## src/rtl/huc6270_vram_pkg.sv

```systemverilog
`default_nettype none
// ============================================================================
// Module   : huc6270_vram_pkg
// Brief    : Shared VRAM port A widths, command/tag types and address helper.
// Revision : 1.0 - initial release
// ============================================================================
package huc6270_vram_pkg;

    localparam int VRAM_ADDR_W  = 16;
    localparam int VRAM_DATA_W  = 16;
    localparam logic [VRAM_ADDR_W-1:0] VRAM_WORDS = 16'h8000;
    localparam int CLIENT_IDX_W = 4;

    typedef struct packed {
        logic                   we;
        logic [VRAM_ADDR_W-1:0] addr;
        logic [VRAM_DATA_W-1:0] wdata;
    } vram_cmd_t;

    typedef struct packed {
        logic                    valid;
        logic [CLIENT_IDX_W-1:0] client;
        logic                    oob;
    } vram_tag_t;

    // Addresses beyond the physical 32K words are granted but never touch VRAM.
    function automatic logic addr_is_oob(input logic [VRAM_ADDR_W-1:0] addr);
        return addr >= VRAM_WORDS;
    endfunction

endpackage
`default_nettype wire

```

## src/rtl/vram_port_a_arbiter_if.sv

```systemverilog
`default_nettype none
// ============================================================================
// Module   : vram_port_a_arbiter_if
// Brief    : Client request/grant/return bus plus VRAM port A signals.
// Revision : 1.0 - initial release
// ============================================================================
interface vram_port_a_arbiter_if #(
    parameter int NUM_CLIENTS = 4
);
    logic [NUM_CLIENTS-1:0]                                  req;
    logic [NUM_CLIENTS-1:0]                                  we;
    logic [NUM_CLIENTS-1:0][huc6270_vram_pkg::VRAM_ADDR_W-1:0] addr;
    logic [NUM_CLIENTS-1:0][huc6270_vram_pkg::VRAM_DATA_W-1:0] wdata;
    logic [NUM_CLIENTS-1:0]                                  gnt;
    logic [NUM_CLIENTS-1:0]                                  rvalid;
    logic [huc6270_vram_pkg::VRAM_DATA_W-1:0]                rdata;
    logic [huc6270_vram_pkg::VRAM_ADDR_W-1:0]                vram_ma;
    logic [huc6270_vram_pkg::VRAM_DATA_W-1:0]                vram_md_wr;
    logic                                                    vram_we;
    logic [huc6270_vram_pkg::VRAM_DATA_W-1:0]                vram_md_rd;

    modport master (
        input  req, we, addr, wdata, vram_md_rd,
        output gnt, rvalid, rdata, vram_ma, vram_md_wr, vram_we
    );

    modport slave (
        output req, we, addr, wdata, vram_md_rd,
        input  gnt, rvalid, rdata, vram_ma, vram_md_wr, vram_we
    );
endinterface
`default_nettype wire

```

## src/rtl/vram_prio_pick.sv

```systemverilog
`default_nettype none
// ============================================================================
// Module   : vram_prio_pick
// Brief    : Lowest-index pick from the promoted set, else the eligible set.
// Revision : 1.0 - initial release
// ============================================================================
module vram_prio_pick #(
    parameter int NUM_CLIENTS = 4
) (
    input  wire  [NUM_CLIENTS-1:0] i_promoted,
    input  wire  [NUM_CLIENTS-1:0] i_eligible,
    output logic [NUM_CLIENTS-1:0] o_winner,
    output logic                   o_valid
);

    logic [NUM_CLIENTS-1:0] w_pool;

    // x & -x isolates the lowest set bit, giving a one-hot winner.
    always_comb begin
        w_pool   = (|i_promoted) ? i_promoted : i_eligible;
        o_winner = w_pool & (~w_pool + NUM_CLIENTS'(1));
        o_valid  = |w_pool;
    end

endmodule
`default_nettype wire

```

## src/rtl/vram_port_a_arbiter.sv

```systemverilog
`default_nettype none
// ============================================================================
// Module   : vram_port_a_arbiter
// Brief    : Fixed-priority VRAM port A arbiter with starvation promotion and
//            tagged read return. Define VRAM_ARB_STATS_EN for grant/conflict
//            statistics counters.
// Revision : 1.0 - initial release
// ============================================================================
module vram_port_a_arbiter
    import huc6270_vram_pkg::*;
#(
    parameter int NUM_CLIENTS  = 4,
    parameter int STARVE_LIMIT = 8,
    parameter int RD_LATENCY   = 1
) (
    input  wire  clock,
    input  wire  reset_N,
`ifdef VRAM_ARB_STATS_EN
    input  wire  stats_clr,
    output logic [NUM_CLIENTS-1:0][15:0] grant_cnt,
    output logic [15:0]                  conflict_cnt,
`endif
    vram_port_a_arbiter_if.master bus
);

    localparam logic [7:0] c_STARVE_LIMIT = 8'(STARVE_LIMIT);

    logic [NUM_CLIENTS-1:0]      w_elig;
    logic [NUM_CLIENTS-1:0]      w_prom;
    logic [NUM_CLIENTS-1:0]      w_win;
    logic                        w_win_vld;
    logic [CLIENT_IDX_W-1:0]     w_win_idx;
    vram_cmd_t                   w_cmd;
    logic                        w_oob;
    vram_tag_t                   w_ret;

    logic [NUM_CLIENTS-1:0]      r_gnt;
    logic [NUM_CLIENTS-1:0][7:0] r_wait;
    logic [VRAM_ADDR_W-1:0]      r_ma;
    logic [VRAM_DATA_W-1:0]      r_md_wr;
    logic                        r_we;
    vram_tag_t [RD_LATENCY:0]    r_tag;

    // A client shown gnt this cycle is masked so its held req is not re-granted.
    assign w_elig = bus.req & ~r_gnt;

    always_comb begin
        for (int i = 0; i < NUM_CLIENTS; i++) begin
            w_prom[i] = w_elig[i] && (r_wait[i] == c_STARVE_LIMIT);
        end
    end

    vram_prio_pick #(
        .NUM_CLIENTS (NUM_CLIENTS)
    ) u_pick (
        .i_promoted (w_prom),
        .i_eligible (w_elig),
        .o_winner   (w_win),
        .o_valid    (w_win_vld)
    );

    always_comb begin
        w_win_idx = '0;
        w_cmd     = '0;
        for (int i = 0; i < NUM_CLIENTS; i++) begin
            if (w_win[i]) begin
                w_win_idx = CLIENT_IDX_W'(i);
                w_cmd     = '{we: bus.we[i], addr: bus.addr[i], wdata: bus.wdata[i]};
            end
        end
        w_oob = addr_is_oob(w_cmd.addr);
    end

    always_ff @(posedge clock) begin
        if (!reset_N) begin
            r_gnt   <= '0;
            r_we    <= 1'b0;
            r_ma    <= '0;
            r_md_wr <= '0;
        end else begin
            r_gnt <= w_win;
            r_we  <= w_win_vld & w_cmd.we & ~w_oob;
            if (w_win_vld) begin
                r_ma    <= w_cmd.addr;
                r_md_wr <= w_cmd.wdata;
            end
        end
    end

    always_ff @(posedge clock) begin
        if (!reset_N) begin
            r_wait <= '0;
        end else begin
            for (int i = 0; i < NUM_CLIENTS; i++) begin
                if (!bus.req[i] || w_win[i]) begin
                    r_wait[i] <= 8'd0;
                end else if (w_elig[i] && (r_wait[i] != c_STARVE_LIMIT)) begin
                    r_wait[i] <= r_wait[i] + 8'd1;
                end
            end
        end
    end

    // Read tags ride alongside the VRAM access so data returns to its issuer.
    always_ff @(posedge clock) begin
        if (!reset_N) begin
            r_tag <= '0;
        end else begin
            r_tag[0] <= '{valid: w_win_vld & ~w_cmd.we, client: w_win_idx, oob: w_oob};
            for (int k = 1; k <= RD_LATENCY; k++) begin
                r_tag[k] <= r_tag[k-1];
            end
        end
    end

    assign w_ret = r_tag[RD_LATENCY];

    always_comb begin
        bus.rvalid = '0;
        for (int i = 0; i < NUM_CLIENTS; i++) begin
            bus.rvalid[i] = w_ret.valid && (w_ret.client == CLIENT_IDX_W'(i));
        end
        bus.rdata = (w_ret.valid && !w_ret.oob) ? bus.vram_md_rd : '0;
    end

    assign bus.gnt        = r_gnt;
    assign bus.vram_ma    = r_ma;
    assign bus.vram_md_wr = r_md_wr;
    assign bus.vram_we    = r_we;

`ifdef VRAM_ARB_STATS_EN
    logic [NUM_CLIENTS-1:0][15:0] r_grant_cnt;
    logic [15:0]                  r_conflict_cnt;
    logic                         w_multi;

    assign w_multi = (w_elig & (w_elig - NUM_CLIENTS'(1))) != '0;

    always_ff @(posedge clock) begin
        if (!reset_N || stats_clr) begin
            r_grant_cnt    <= '0;
            r_conflict_cnt <= '0;
        end else begin
            for (int i = 0; i < NUM_CLIENTS; i++) begin
                if (w_win[i] && (r_grant_cnt[i] != 16'hFFFF)) begin
                    r_grant_cnt[i] <= r_grant_cnt[i] + 16'd1;
                end
            end
            if (w_multi && (r_conflict_cnt != 16'hFFFF)) begin
                r_conflict_cnt <= r_conflict_cnt + 16'd1;
            end
        end
    end

    assign grant_cnt    = r_grant_cnt;
    assign conflict_cnt = r_conflict_cnt;
`endif

endmodule
`default_nettype wire

```

## src/flat_wrapper.sv

```systemverilog
// flat-port wrapper written by rule: the top's interface ports become plain ports
module vram_port_a_arbiter_flat import huc6270_vram_pkg::*;
#(
    parameter int NUM_CLIENTS  = 4,
    parameter int STARVE_LIMIT = 8,
    parameter int RD_LATENCY   = 1
)
  (clock, reset_N, bus_req, bus_we, bus_addr, bus_wdata, bus_vram_md_rd, bus_gnt, bus_rvalid, bus_rdata, bus_vram_ma, bus_vram_md_wr, bus_vram_we);
  vram_port_a_arbiter_if #(.NUM_CLIENTS(NUM_CLIENTS)) bus_i ();
  input  wire clock;
  input  wire reset_N;
  input wire logic [$bits(bus_i.req)-1:0] bus_req;
  input wire logic [$bits(bus_i.we)-1:0] bus_we;
  input wire logic [$bits(bus_i.addr)-1:0] bus_addr;
  input wire logic [$bits(bus_i.wdata)-1:0] bus_wdata;
  input wire logic [$bits(bus_i.vram_md_rd)-1:0] bus_vram_md_rd;
  output wire logic [$bits(bus_i.gnt)-1:0] bus_gnt;
  output wire logic [$bits(bus_i.rvalid)-1:0] bus_rvalid;
  output wire logic [$bits(bus_i.rdata)-1:0] bus_rdata;
  output wire logic [$bits(bus_i.vram_ma)-1:0] bus_vram_ma;
  output wire logic [$bits(bus_i.vram_md_wr)-1:0] bus_vram_md_wr;
  output wire logic [$bits(bus_i.vram_we)-1:0] bus_vram_we;
  assign bus_i.req = bus_req;
  assign bus_i.we = bus_we;
  assign bus_i.addr = bus_addr;
  assign bus_i.wdata = bus_wdata;
  assign bus_i.vram_md_rd = bus_vram_md_rd;
  assign bus_gnt = bus_i.gnt;
  assign bus_rvalid = bus_i.rvalid;
  assign bus_rdata = bus_i.rdata;
  assign bus_vram_ma = bus_i.vram_ma;
  assign bus_vram_md_wr = bus_i.vram_md_wr;
  assign bus_vram_we = bus_i.vram_we;
  vram_port_a_arbiter #(.NUM_CLIENTS(NUM_CLIENTS), .STARVE_LIMIT(STARVE_LIMIT), .RD_LATENCY(RD_LATENCY)) u_core (.clock(clock), .reset_N(reset_N), .bus(bus_i));
endmodule
```

## config.mk

```make
export PLATFORM = sky130hd
export DESIGN_NAME = vram_port_a_arbiter_flat
export DESIGN_NICKNAME = d
export VERILOG_FILES = /design/src/rtl/huc6270_vram_pkg.sv /design/src/rtl/vram_port_a_arbiter_if.sv /design/src/rtl/vram_prio_pick.sv /design/src/rtl/vram_port_a_arbiter.sv /design/src/flat_wrapper.sv
export SDC_FILE = /design/constraint.sdc
export NUM_CORES = 1
export LEC_CHECK = 0
export BUFFER_PORTS_ARGS = -buffer_cell sky130_fd_sc_hd__clkbuf_2
export CAP_MARGIN = 15
export CORE_MARGIN = 2
export CORE_UTILIZATION = 51
export DETAILED_ROUTE_END_ITERATION = 16
export HOLD_SLACK_MARGIN = 0.08
export PLACE_DENSITY_LB_ADDON = 0.2
export SKIP_CTS_REPAIR_TIMING = 1
export SLEW_MARGIN = 30
export SYNTH_ARGS = -nofsm -noshare
export SYNTH_HDL_FRONTEND = slang
export SYNTH_HIERARCHICAL = 1
export SYNTH_SLANG_ARGS = --single-unit
```

## constraint.sdc

```tcl
create_clock -name clock -period 7.2 [get_ports clock]
set_input_delay 0.72 -clock clock [delete_from_list [all_inputs] [get_ports clock]]
set_output_delay 0.72 -clock clock [all_outputs]
set_load 0.005 [all_outputs]
```

==> flow_summary.toml <==
[outcome]
status = "complete, no violations"

[global_route]
track_usage_pct = 25.9
grt_start_max_net_pins = 71
grt_overflow = 0
antenna_found_initial = 0
grt_pass1_wl_mm = 20.9
grt_pass1_vias = 4587

[final_layout]
area_growth_pct = 28.5
fill_cells = 768
seqCellArea_um2 = 1540
diodes = 0
fin_area_um2 = 5780
drive_above_1_share_pct = 31.2
fin_nets = 916
multiInputGateArea_um2 = 2600

[yosys]
yosysWarnings = 6
synth_area_leaders = "dfxtp_1 (34%), a221o_1 (6.9%), nand3b_1 (6.5%), a21oi_1 (6.0%), o21ai_0 (4.9%)"
synth_top_cell_area_share_pct = 34.2
synthDistinctLibCells = 45
syn_area_per_cell_um2 = 7.90
synth.largest_area_cell = "dfxtp_1"
synthTopCellsByCount = "dfxtp_1 (77), nand2_1 (57), a21oi_1 (54), inv_1 (50), o21ai_0 (44)"
async_reset_ff_share_pct = 0
synth_ff_type = "dfxtp_1"
synth_cells = 570
yosys_register_bits = 77
synth.most_common_cell = "dfxtp_1"
ys_seq_area_share_pct = 34.2
synth_edf_count = 0
synth.net_count = 732
syn_area_um2 = 4500

[hold_path]
worstHoldPathType = "flop to flop"
hp-start = "u_core/r_tag[0]"
hold_depth = 1
worstHoldEndpoint = "u_core/r_tag[6]"

[cts]
cts_made_buffers = 9
worstSkewPairLatency_ns = 0.34
clockBufferDepth = 2
cts_root_buf = "clkbuf_8"
clock_sinks = 77
htreeDepth = 3
clk_pin_slew_ns = 0.09
cts_tree = "built"

[drt]
num_vias = 4982
via_per_inst = 5.75
detail-route-antenna-nets = 0
routed_wl_mm = 13.0
post-route-drc-count = 0
drtIter0Drc = 198
wire_per_inst_um = 14.9
firstDrtPassIters = 7

[critical_path]
reg2reg_slack_ns = 3.97
crit_fanout = 36
r2r_start = "u_core/r_wait[0]"
path_class = "flop to flop"
rr_endpoint = "u_core/bus.vram_we"
startpoint_type = "flop"
required_ns = 7.41
reg2regPathDepth = 9
cp.arrival_ns = 3.44
critPathCaptureType = "flop"

[placed_design]
place_hpwl_mm = 9.43
io_buffers = 210
place_area_um2 = 5550
gp_congestion = 0.851

[timing]
report.final.hold_viol_count = 0
fin_skew_ns = 0.0148
fmax_mhz = 309
worst_slew_pin_slew_ns = 0.906
setup_viol = 0
max-slew-margin-rel_pct = 39.6
finalCritPeriodShare_pct = 44.9
tns_ns = 0
grt_setup_unrepaired = "false"
report.final.slew_viol_count = 0
period_needed_ns = 3.23

[power]
power.leakage_uw = 0.00257
ir_drop_mv = 0.0982
power.density_nw_per_um2 = 182

[floorplan]
die_height_um = 98.0
initial_utilization_pct = 52.1
dieArea_um2 = 9590
dieWidth_um = 98.0
ios = 211
coreArea_um2 = 8640
rows = 34

[run]
maxCapViolCount = 0
sequential cells by signal, indices dropped and copies added (netlist names):
name and flops:
u_core/bus.gnt 4, u_core/bus.vram_ma 16, u_core/bus.vram_md_wr 16, u_core/bus.vram_we 1
u_core/r_tag 8, u_core/r_wait 32
placed cells by master, fill, tap and decap left out, types with 3 or more instances in the layout:
master / Yosys / layout
a21oi_1: 54 / 53
a221o_1: 31 / 31
a31oi_1: 33 / 33
and2_1: 26 / 26
and3_1: 3 / 3
and3b_1: 5 / 5
buf_4: 1 / 4
bufinv_16: 0 / 3
clkbuf_2: 0 / 210
clkbuf_8: 0 / 9
dfxtp_1: 77 / 77
ha_1: 8 / 8
inv_1: 50 / 50
mux2i_1: 8 / 8
nand2_1: 57 / 57
nand2b_1: 5 / 5
nand3_1: 8 / 8
nand3b_1: 39 / 39
nand4_1: 3 / 3
nand4b_1: 7 / 7
nor2_1: 8 / 8
nor2b_1: 4 / 4
nor3b_1: 4 / 4
nor4b_1: 7 / 7
o21ai_0: 44 / 44
o31ai_1: 6 / 6
or3_1: 12 / 12
or4_1: 5 / 5
kinds of logic (layout without fill, tap and decap cells):
logic type	after synthesis	after routing	share of synthesized area, %
AOI/OAI and AO/OA	187	187	27.0
adders and majority gates	8	8	2.22
buffers and inverters	91	280	8.31
DFF	77	77	34.2
muxes	8	8	1.78
and+or+nand+nor	199	199	26.5
per-layer routing:
layer	vias to the layer above	global-route usage, %	part of all wire, %
met2	197	45.0	50
met3	27	5.87	7.8
li1	2444	-	-
met1	2314	30.9	40
met4	0	10.4	2.5
met5	-	0	0
how the worst max path moves through the flow:
stage,endpoint,from,depth (start not counted)
2_1_floorplan,u_core/bus.vram_ma[0],bus_req[2],9
3_3_place_gp,u_core/bus.vram_we,bus_req[2],9
3_5_place_dp,u_core/bus.vram_we,bus_req[2],9
4_1_cts,u_core/r_tag[5],u_core/r_wait[16],10
5_1_grt,u_core/bus.vram_ma[15],u_core/r_wait[8],11
6_report,u_core/bus.vram_we,u_core/r_wait[0],9
area by class of cell:
type / instances / share of cell area (%)
flip-flops and latches: 77 / 26.6
inverters: 50 / 3.24
well taps: 108 / 2.34
multi-input cells: 402 / 44.9
clock buffers: 10 / 2.21
clock inverters: 6 / 1.93
repair buffers: 214 / 18.7
per-stage QoR:
step / hold slack (ns) / cells / utilization (%) / total power, uW / worst slack [ns]
after floorplan: 0.412 / 570 / - / 586 / 4.46
final: 0.442 / 867 / 67.0 / 1050 / 3.97
after detailed placement: 0.422 / 851 / 64.2 / 673 / 3.79
after global routing: 0.463 / 867 / 67.0 / 1110 / 3.67
after global placement: 0.418 / 851 / 64.2 / 667 / 3.91
after CTS: 0.442 / 867 / 67.0 / 1060 / 3.97
report_power, final:
| part | internal, uW | switching [uW] |
|---|---|---|
| clock | 230 | 156 |
| combinational | 102 | 98.9 |
| sequential | 450 | 13.2 |
| total | 783 | 269 |
critical path, cell delays in order, from the launching register on:
cell and delay, ns:
dfxtp_1 0.33, inv_1 0.17, ha_1 0.17, nor4b_1 0.47, nand3_1 0.14, nor2_1 0.34
a31o_2 0.74, nand3b_1 0.14, a221oi_1 0.45, nor4b_1 0.13
Note: power is estimated with default switching activity, not from simulation.
